--- src/rtl/instr_lb_pkg.sv ---
// Shared types and line geometry for the single-line instruction buffer.
package instr_lb_pkg;

  localparam int LINE_BYTES     = 16;
  localparam int WORDS_PER_LINE = 4;

  typedef enum logic [1:0] {
    ST_IDLE,
    ST_FILL,
    ST_FLUSHED_FILL
  } lb_state_e;

endpackage

--- src/rtl/instr_line_buffer_if.sv ---
// Core fetch handshake plus the line-wide instruction RAM port.
interface instr_line_buffer_if #(
  parameter int ADDR_WIDTH = 20
);

  logic                  instr_req_i;
  logic [31:0]           instr_addr_i;
  logic                  instr_gnt_o;
  logic                  instr_rvalid_o;
  logic [31:0]           instr_rdata_o;
  logic                  ram_en_o;
  logic [ADDR_WIDTH-1:0] ram_addr_o;
  logic [127:0]          ram_rdata_i;

  // master: core and RAM side; slave: the line buffer
  modport master (
    output instr_req_i, instr_addr_i, ram_rdata_i,
    input  instr_gnt_o, instr_rvalid_o, instr_rdata_o, ram_en_o, ram_addr_o
  );

  modport slave (
    input  instr_req_i, instr_addr_i, ram_rdata_i,
    output instr_gnt_o, instr_rvalid_o, instr_rdata_o, ram_en_o, ram_addr_o
  );

endinterface

--- src/rtl/instr_line_buffer_sat_counter.sv ---
// Up-counter that sticks at all-ones instead of wrapping.
module sat_counter #(
  parameter int WIDTH = 16
) (
  input  logic             clk,
  input  logic             rst_n,
  input  logic             inc,
  output logic [WIDTH-1:0] count
);

  always_ff @(posedge clk or negedge rst_n) begin
    // NOTE: non-blocking so every register samples pre-edge values, independent of block order.
    if (!rst_n) begin
      count <= '0;
    end else if (inc && (count != {WIDTH{1'b1}})) begin
      count <= count + {{(WIDTH-1){1'b0}}, 1'b1};
    end
  end

endmodule

--- src/rtl/instr_line_buffer.sv ---
// One-line instruction buffer: hits answer from the held line, misses fetch a
// full 16-byte line from RAM and the core retries into a hit.
module instr_line_buffer
  import instr_lb_pkg::*;
#(
  parameter int ADDR_WIDTH = 20,
  parameter int CNT_WIDTH  = 16
) (
  input  logic                 clk,
  input  logic                 rst_n,
  input  logic                 flush_i,
  instr_line_buffer_if.slave   bus,
  output logic [CNT_WIDTH-1:0] hit_cnt_o,
  output logic [CNT_WIDTH-1:0] miss_cnt_o
);

  localparam int TAG_W = ADDR_WIDTH - 4;

  lb_state_e                         state, state_nxt;
  logic                              valid;
  logic [TAG_W-1:0]                  tag, pend_tag;
  logic [WORDS_PER_LINE-1:0][31:0]   line;
  logic [TAG_W-1:0]                  req_tag;
  logic [1:0]                        word_sel;
  logic                              gnt, ram_en, hit_inc, miss_inc, fill, clr_valid;
  logic                              unused_addr;

  assign req_tag     = bus.instr_addr_i[ADDR_WIDTH-1:4];
  assign word_sel    = bus.instr_addr_i[3:2];
  assign unused_addr = ^{bus.instr_addr_i[31:ADDR_WIDTH], bus.instr_addr_i[1:0]};

  always_comb begin
    // NOTE: every output gets a default first, so no path can infer a latch.
    state_nxt = state;
    gnt       = 1'b0;
    ram_en    = 1'b0;
    hit_inc   = 1'b0;
    miss_inc  = 1'b0;
    fill      = 1'b0;
    clr_valid = 1'b0;
    // Handshake outputs are combinational, so gate them off while reset is held.
    if (rst_n) begin
      unique case (state)
        ST_IDLE: begin
          if (flush_i) begin
            clr_valid = 1'b1;
          end else if (bus.instr_req_i) begin
            if (valid && (tag == req_tag)) begin
              gnt     = 1'b1;
              hit_inc = 1'b1;
            end else begin
              ram_en    = 1'b1;
              miss_inc  = 1'b1;
              state_nxt = ST_FILL;
            end
          end
        end
        ST_FILL: begin
          if (flush_i) begin
            state_nxt = ST_FLUSHED_FILL;
          end else begin
            fill      = 1'b1;
            state_nxt = ST_IDLE;
          end
        end
        ST_FLUSHED_FILL: state_nxt = ST_IDLE;
        default:         state_nxt = ST_IDLE;
      endcase
    end
  end

  always_ff @(posedge clk or negedge rst_n) begin
    if (!rst_n) begin
      state              <= ST_IDLE;
      valid              <= 1'b0;
      tag                <= '0;
      pend_tag           <= '0;
      line               <= '0;
      bus.instr_rvalid_o <= 1'b0;
      bus.instr_rdata_o  <= '0;
    end else begin
      state              <= state_nxt;
      bus.instr_rvalid_o <= gnt;
      if (gnt)       bus.instr_rdata_o <= line[word_sel];
      if (miss_inc)  pend_tag          <= req_tag;
      if (clr_valid) valid             <= 1'b0;
      if (fill) begin
        line  <= bus.ram_rdata_i;
        tag   <= pend_tag;
        valid <= 1'b1;
      end
    end
  end

  assign bus.instr_gnt_o = gnt;
  assign bus.ram_en_o    = ram_en;
  assign bus.ram_addr_o  = {req_tag, 4'b0000};

  sat_counter #(.WIDTH(CNT_WIDTH)) u_hit_cnt (
    .clk   (clk),
    .rst_n (rst_n),
    .inc   (hit_inc),
    .count (hit_cnt_o)
  );

  sat_counter #(.WIDTH(CNT_WIDTH)) u_miss_cnt (
    .clk   (clk),
    .rst_n (rst_n),
    .inc   (miss_inc),
    .count (miss_cnt_o)
  );

endmodule

--- src/flat_wrapper.sv ---
// flat-port wrapper written by rule: the top's interface ports become plain ports
module instr_line_buffer_flat import instr_lb_pkg::*;
#(
  parameter int ADDR_WIDTH = 20,
  parameter int CNT_WIDTH  = 16
)
  (clk, rst_n, flush_i, hit_cnt_o, miss_cnt_o, bus_instr_req_i, bus_instr_addr_i, bus_ram_rdata_i, bus_instr_gnt_o, bus_instr_rvalid_o, bus_instr_rdata_o, bus_ram_en_o, bus_ram_addr_o);
  instr_line_buffer_if #(.ADDR_WIDTH(ADDR_WIDTH)) bus_i ();
  input  logic clk;
  input  logic rst_n;
  input  logic flush_i;
  output logic [CNT_WIDTH-1:0] hit_cnt_o;
  output logic [CNT_WIDTH-1:0] miss_cnt_o;
  input wire logic [$bits(bus_i.instr_req_i)-1:0] bus_instr_req_i;
  input wire logic [$bits(bus_i.instr_addr_i)-1:0] bus_instr_addr_i;
  input wire logic [$bits(bus_i.ram_rdata_i)-1:0] bus_ram_rdata_i;
  output wire logic [$bits(bus_i.instr_gnt_o)-1:0] bus_instr_gnt_o;
  output wire logic [$bits(bus_i.instr_rvalid_o)-1:0] bus_instr_rvalid_o;
  output wire logic [$bits(bus_i.instr_rdata_o)-1:0] bus_instr_rdata_o;
  output wire logic [$bits(bus_i.ram_en_o)-1:0] bus_ram_en_o;
  output wire logic [$bits(bus_i.ram_addr_o)-1:0] bus_ram_addr_o;
  assign bus_i.instr_req_i = bus_instr_req_i;
  assign bus_i.instr_addr_i = bus_instr_addr_i;
  assign bus_i.ram_rdata_i = bus_ram_rdata_i;
  assign bus_instr_gnt_o = bus_i.instr_gnt_o;
  assign bus_instr_rvalid_o = bus_i.instr_rvalid_o;
  assign bus_instr_rdata_o = bus_i.instr_rdata_o;
  assign bus_ram_en_o = bus_i.ram_en_o;
  assign bus_ram_addr_o = bus_i.ram_addr_o;
  instr_line_buffer #(.ADDR_WIDTH(ADDR_WIDTH), .CNT_WIDTH(CNT_WIDTH)) u_core (.clk(clk), .rst_n(rst_n), .flush_i(flush_i), .bus(bus_i), .hit_cnt_o(hit_cnt_o), .miss_cnt_o(miss_cnt_o));
endmodule
--- config.mk ---
export PLATFORM = sky130hd
export DESIGN_NAME = instr_line_buffer_flat
export DESIGN_NICKNAME = d
export VERILOG_FILES = /design/src/rtl/instr_lb_pkg.sv /design/src/rtl/instr_line_buffer_if.sv /design/src/rtl/instr_line_buffer_sat_counter.sv /design/src/rtl/instr_line_buffer.sv /design/src/flat_wrapper.sv
export SDC_FILE = /design/constraint.sdc
export NUM_CORES = 1
export LEC_CHECK = 0
export ABC_AREA = 1
export BUFFER_PORTS_ARGS = -buffer_cell sky130_fd_sc_hd__clkbuf_2
export CAP_MARGIN = 20
export CORE_ASPECT_RATIO = 0.7
export CORE_MARGIN = 2
export CORE_UTILIZATION = 55
export DETAILED_ROUTE_END_ITERATION = 7
export MAX_ROUTING_LAYER = met4
export PLACE_DENSITY_LB_ADDON = 0.1
export SYNTH_ARGS = -nofsm -noshare
export SYNTH_HDL_FRONTEND = slang
export SYNTH_HIERARCHICAL = 1
export SYNTH_SLANG_ARGS = --single-unit
--- constraint.sdc ---
create_clock -name clk -period 2.45 [get_ports clk]
set_input_delay 0.245 -clock clk [delete_from_list [all_inputs] [get_ports clk]]
set_output_delay 0.245 -clock clk [all_outputs]
set_load 0.01 [all_outputs]
* After elaboration in Yosys (flattened, before gate mapping)
Index checks and enable logic that the tools add are counted.
** Storage, ports and cells
- Register bits after elaboration :: 228
- Input port bits :: 164
** Operators by class
- Add/sub/neg operators :: 2
- $lt $le $gt $ge :: 1
- Eq/ne operators :: 7
- Muxes and demuxes :: 25
- Reduce and logical (&&, ||, !) cells :: 6
** Operator list (count)
- $bmux W32 S2 :: 1
- $add A16 B1 Y16 const B :: 2
- $mux W32 :: 1
- $ne A16 B16 Y1 const B :: 2
- $mux W1 :: 18
- $eq A16 B16 Y1 :: 1
- $mux W2 :: 4
- $ne A2 B2 Y1 const B :: 3
- $pmux W2 S2 :: 1
- $reduce_and A4 Y1 :: 1
- $logic_and A1 B1 Y1 :: 3
- $lt A2 B3 Y1 const B :: 1
- $eq A2 B1 Y1 const B :: 1
- $logic_not A2 Y1 :: 1
- $reduce_bool A2 Y1 :: 1

* Logic depth before layout (Yosys ltp)
- Depth in word-level cells :: 8
- Depth in mapped cells :: 17

* Hierarchy
The synthesis kept the hierarchy.
** By module, submodules not included
- instr_line_buffer :: instances 1, cells each 843, area an instance 8904.8 um2, sequential area each 4904.7 um2
- sat_counter :: instances 2, cells each 149, area an instance 1058.5 um2, sequential area each 400.4 um2

* Worst setup path before layout
No wires, ideal clock.
- Path kind :: register to register
- Start :: reg u_core.tag[1]
- End :: reg u_core.u_hit_cnt.count[15]
- Arrival :: 1854 ps
- Slack :: 483 ps
- Stages on the path, launching flop included :: 15
- Buffers on the path :: 1
- Cell sequence :: dfrtp_1 -> inv_1 -> nand2_1 -> nand4_1 -> nor3_4 -> nand3_4 -> buf_6 -> inv_1 -> inv_1 -> nor2_1 -> nand2_1 -> nor2_1 -> nand3_1 -> nand2_1 -> inv_1
** On the way
- Word-level cells in the longest chain between the ends :: 8
** Ends and longest elaborated chain
- start, declared :: RTL line instr_line_buffer.sv:21 : logic [TAG_W-1:0] tag, pend_tag;
- start signal, assigned :: RTL line instr_line_buffer.sv:89 : tag <= pend_tag;
- $eq A16 B16 Y1 :: RTL line instr_line_buffer.sv:48 : if (valid && (tag == req_tag)) begin
- $logic_and A1 B1 Y1 :: RTL line instr_line_buffer.sv:48
- $mux W1 (5 in a row)
- net bus_instr_gnt_o :: RTL line flat_wrapper.sv:17 : output wire logic [$bits(bus_i.instr_gnt_o)-1:0] bus_instr_gnt_o;
- $logic_and A1 B1 Y1 :: RTL line instr_line_buffer_sat_counter.sv:15 : end else if (inc && (count != {WIDTH{1'b1}})) begin
- end signal, assigned :: RTL line instr_line_buffer_sat_counter.sv:16 : count <= count + {{(WIDTH-1){1'b0}}, 1'b1};
- end, declared :: RTL line instr_line_buffer_sat_counter.sv:8 : output logic [WIDTH-1:0] count
The timed path passes the listed nets, and every way through them passes these cells.
A chain may end at the register's enable or synchronous reset.

* Worst setup path after layout
- Start :: in rst_n
- End :: out bus_ram_en_o
** On the way
- Word-level cells in the longest chain between the ends :: 1
** Ends and longest elaborated chain
- start, declared :: RTL line flat_wrapper.sv:10 : input logic rst_n;
- $mux W1 :: RTL line instr_line_buffer.sv:42 : if (rst_n) begin
- end, declared :: RTL line flat_wrapper.sv:20 : output wire logic [$bits(bus_i.ram_en_o)-1:0] bus_ram_en_o;
No other way between the ends.

==> flow_metrics.env <==
export IMPL_status="completed"
export IMPL_postCtsSetupBuffers=0
export IMPL_highest_layer="met4"
export IMPL_routed_via_density=5.21
export IMPL_p_seq_share_pct=44.6
export IMPL_htree_levels=1
export IMPL_ys_warn_count=6
export IMPL_slew_headroom_pct=29.7
export IMPL_ff2ff_path_depth=10
export IMPL_synth_cell_type_count=28
export IMPL_antenna_left=0
export IMPL_fp_coreArea_um2=19700
export IMPL_clock_fmax_mhz=428
export IMPL_min_delay_start="bus_instr_addr_i[13]"
export IMPL_cp_num_buf_inv=5
export IMPL_holdWs_ns=0.00854
export IMPL_cts_num_sinks=228
export IMPL_crit_chain="dlygate4sd3_1 > buf_8 > inv_1 > nor2_1 > nand2_1 > nor2_4 > nand2_1 > inv_1 > clkbuf_2"
export IMPL_io_pins=251
export IMPL_dr_pass1_iters=7
export IMPL_rr_endpoint="u_core/u_hit_cnt/count[11]"
export IMPL_dr_wl_met2_um=13000
export IMPL_gp_congestion=0.844
export IMPL_start_util_pct=55.8
export IMPL_post_drt_wl_per_cell_um=16.6
export IMPL_ys_ff_latch=228
export IMPL_netlist_instances=1141
export IMPL_dieHeight_um=122
export IMPL_p_per_area_nw_per_um2=927
export IMPL_timing_setup_tns_ns=0
export IMPL_critPathRequiredTime_ns=2.20
export IMPL_leakagePower_nw=7.18
export IMPL_max_cap_viol_count=0
export IMPL_drv_slew=0
export IMPL_die_x_um=173
export IMPL_fin_crit_sh_pct=95.3
export IMPL_final_nets=1642
export IMPL_cts_made_buffers=23
export IMPL_syn_to_final_growth_pct=31.3
export IMPL_skew_ns=0.0193
export IMPL_p_sw_mw=3.89
export IMPL_criticalPathCategory="primary input to output port"
export IMPL_cp_start_kind="primary input"
export IMPL_insertion_delay_ns=0.52
export IMPL_antenna_found_initial=2
export IMPL_wl_met1_um=13900
export IMPL_synth_area_um2=11000
export IMPL_clock_power_share_pct=30.7
export IMPL_rows=43
export IMPL_grt_pass1_wl_um=47200
export IMPL_drt_iter0_markers=649
export IMPL_dpl_hpwl_um=17800
export IMPL_power_internal_mw=9.53
export IMPL_setup_violations=0
export IMPL_wl_um=29400
export IMPL_min_period_ns=2.34
export IMPL_r2r_setup_slack_ns=0.44
export IMPL_synth_seq_area_share_pct=51.8
export IMPL_avgSynthCellArea_um2=9.66
export IMPL_fillers=1445
export IMPL_worstSetupEndpointType="output port"
export IMPL_combPwrFrac_pct=24.7
export IMPL_cp_arrival_ns=2.09
export IMPL_vias=9195
export IMPL_cp_slowest_stage_delay_ns=0.57
export IMPL_min_path_cells=3
export IMPL_hold_viol_final=0
export IMPL_clkTransAtPathRegs_ns=0.07
export IMPL_cts_root_buf="clkbuf_16"
export IMPL_hp_class="primary input to register"
export IMPL_swShare_pct=29.0
export IMPL_drc_errors=0
export IMPL_track_usage_pct=28.5
export IMPL_r2r_start="u_core/tag[13]"
export IMPL_grt_max_degree=178
export IMPL_drive_above_1_share_pct=30.8
export IMPL_critPathSlowestCell="dlygate4sd3_1"
export IMPL_first_global_vias=8979
export IMPL_overflow=0
export IMPL_routed_wl_met3_um=1860
export IMPL_cpLargestDelayFamily="buffers and inverters"
export IMPL_cts_tree="yes"
export IMPL_port_buffers=232
export IMPL_rsz0062_at_grt="false"
export IMPL_hold_end="u_core/pend_tag[9]"
export IMPL_cts_max_path_buffers=3
export IMPL_path_max_fanout=5
export IMPL_dieArea_um2=21200
export IMPL_totalPowerFinal_mw=13.4
export IMPL_ir_drop_mv=0.606
export IMPL_tightest_slew_ns=1.05
[sequential cells by signal (all words and copies together), names as in the netlist]
name,count
u_core/line,128
u_core/valid,1
u_core/bus.instr_rdata_o,32
u_core/bus.instr_rvalid_o,1
u_core/state,2
u_core/tag,16
u_core/u_hit_cnt/count,16
u_core/u_miss_cnt/count,16
u_core/pend_tag,16
[cells in the final DEF, fill, tap and decap left out]
cell	n
nand2_1	355
buf_4	10
nand3_1	21
nor2_4	10
clkinv_2	3
o21ai_0	30
inv_1	56
a21oi_1	47
buf_12	6
a32oi_1	32
inv_6	1
buf_8	1
nand2_2	8
clkbuf_8	4
dlygate4sd3_1	135
mux2_2	130
dfrtp_1	228
nand4_1	50
inv_2	9
nand2_4	1
nand4_4	2
clkbuf_16	23
bufinv_16	7
clkbuf_2	231
nor2_1	56
xnor2_1	11
xor2_1	2
diode_2	2
nor3_4	1
clkbuf_1	2
clkinvlp_4	1
o21ai_2	4
nand3_4	1
nor3_1	2
nor2_2	6
ha_1	2
conb_1	4
[worst max-delay path by stage]
stage                              from                          to  slack, ns  cells after the start
global placement    bus_instr_addr_i[8]   u_core/u_hit_cnt/count[9]       0.45                      9
CTS                               rst_n                bus_ram_en_o       0.13                      9
detailed placement                rst_n  u_core/u_miss_cnt/count[7]       0.36                     10
finish                            rst_n                bus_ram_en_o       0.11                      9
global route                      rst_n                bus_ram_en_o      0.002                      9
floorplan                 u_core/tag[1]  u_core/u_hit_cnt/count[15]       0.48                     14
[synth_stat cells]
cell type,number,share of area [%]
a32oi_1,32,2.5
inv_1,56,1.9
o21ai_0,30,1.4
dfrtp_1,228,52
xor2_1,2,0.16
nor3_4,1,0.15
inv_2,9,0.31
xnor2_1,11,0.87
nand4_4,2,0.39
a21oi_1,47,2.1
nand2_1,356,12
nand2_2,8,0.45
nor3_1,2,0.091
buf_6,15,1.5
buf_4,24,1.6
nor2_2,6,0.34
clkbuf_1,13,0.44
conb_1,1,0.034
buf_2,21,0.95
buf_1,3,0.10
nand3_1,21,0.95
o21ai_2,4,0.32
nand4_1,50,2.8
nand3_4,1,0.16
nor2_4,10,1.0
mux2_2,130,13
nor2_1,56,1.9
ha_1,2,0.23
[what timing repair did]
item,in CTS,in global routing
setup endpoints to repair,0,0
hold buffers,135,0
resized for setup,0,0
endpoints found under the hold margin,285,0
[through the flow]
step	cell area, um2	util (%)	cells	setup WS, ns
after floorplan	11000	-	1144	0.483
after global placement	12200	61.9	1586	0.453
after detailed placement	12200	61.9	1586	0.363
after CTS	14500	73.2	1762	0.130
after global routing	14500	73.3	1764	0.00221
final	14500	73.3	1764	0.115
[cells by family (layout without fill, tap and decap cells)]
logic type / Yosys count / after routing / synth area share (%)
other: 1 / 6 / 0.0340
XOR/XNOR: 13 / 13 / 1.03
AO/OA/AOI/OAI: 113 / 113 / 6.36
adder cells (fa/ha/maj): 2 / 2 / 0.227
AND/OR/NAND/NOR: 513 / 513 / 20.4
buffers and inverters: 141 / 489 / 6.88
flip-flops: 228 / 228 / 51.8
multiplexers: 130 / 130 / 13.3
[worst reg2reg max path: stages (launching register included)]
cell     delay (ns)
dfrtp_1        0.36
inv_2          0.04
nand2_1        0.09
nand4_1        0.16
nor3_4         0.27
nand3_4        0.15
inv_1          0.19
inv_1          0.11
nor2_4         0.37
nand2_1        0.13
o21ai_2        0.06
[metal layers]
metal	up-vias	GRT usage, %
li1	4452	-
met1	4411	41.0
met2	295	42.5
met3	37	5.48
met4	0	5.88
met5	-	-
[area by class of cell]
class | count | area [um2] | share of cell area, %
timing repair buffer | 383 | 2720 | 18.8
sequential | 228 | 5710 | 39.4
inverter | 65 | 244 | 1.69
antenna | 2 | 5.00 | 0.0346
clock buffer | 29 | 638 | 4.41
tap | 270 | 338 | 2.34
clock inverter | 12 | 241 | 1.67
multi-input combinational | 775 | 4580 | 31.6
[power groups by stage]
stage	Sequential, mW	Clock (mW)	Combinational (mW)
final	5.99	4.12	3.31
after global routing	6.16	4.35	3.68
after CTS	5.94	4.18	3.28
after detailed placement	6.00	0	3.08
after global placement	5.94	0	2.98
after floorplan	5.83	0	2.40
Note: power is estimated with default switching activity, not from simulation.
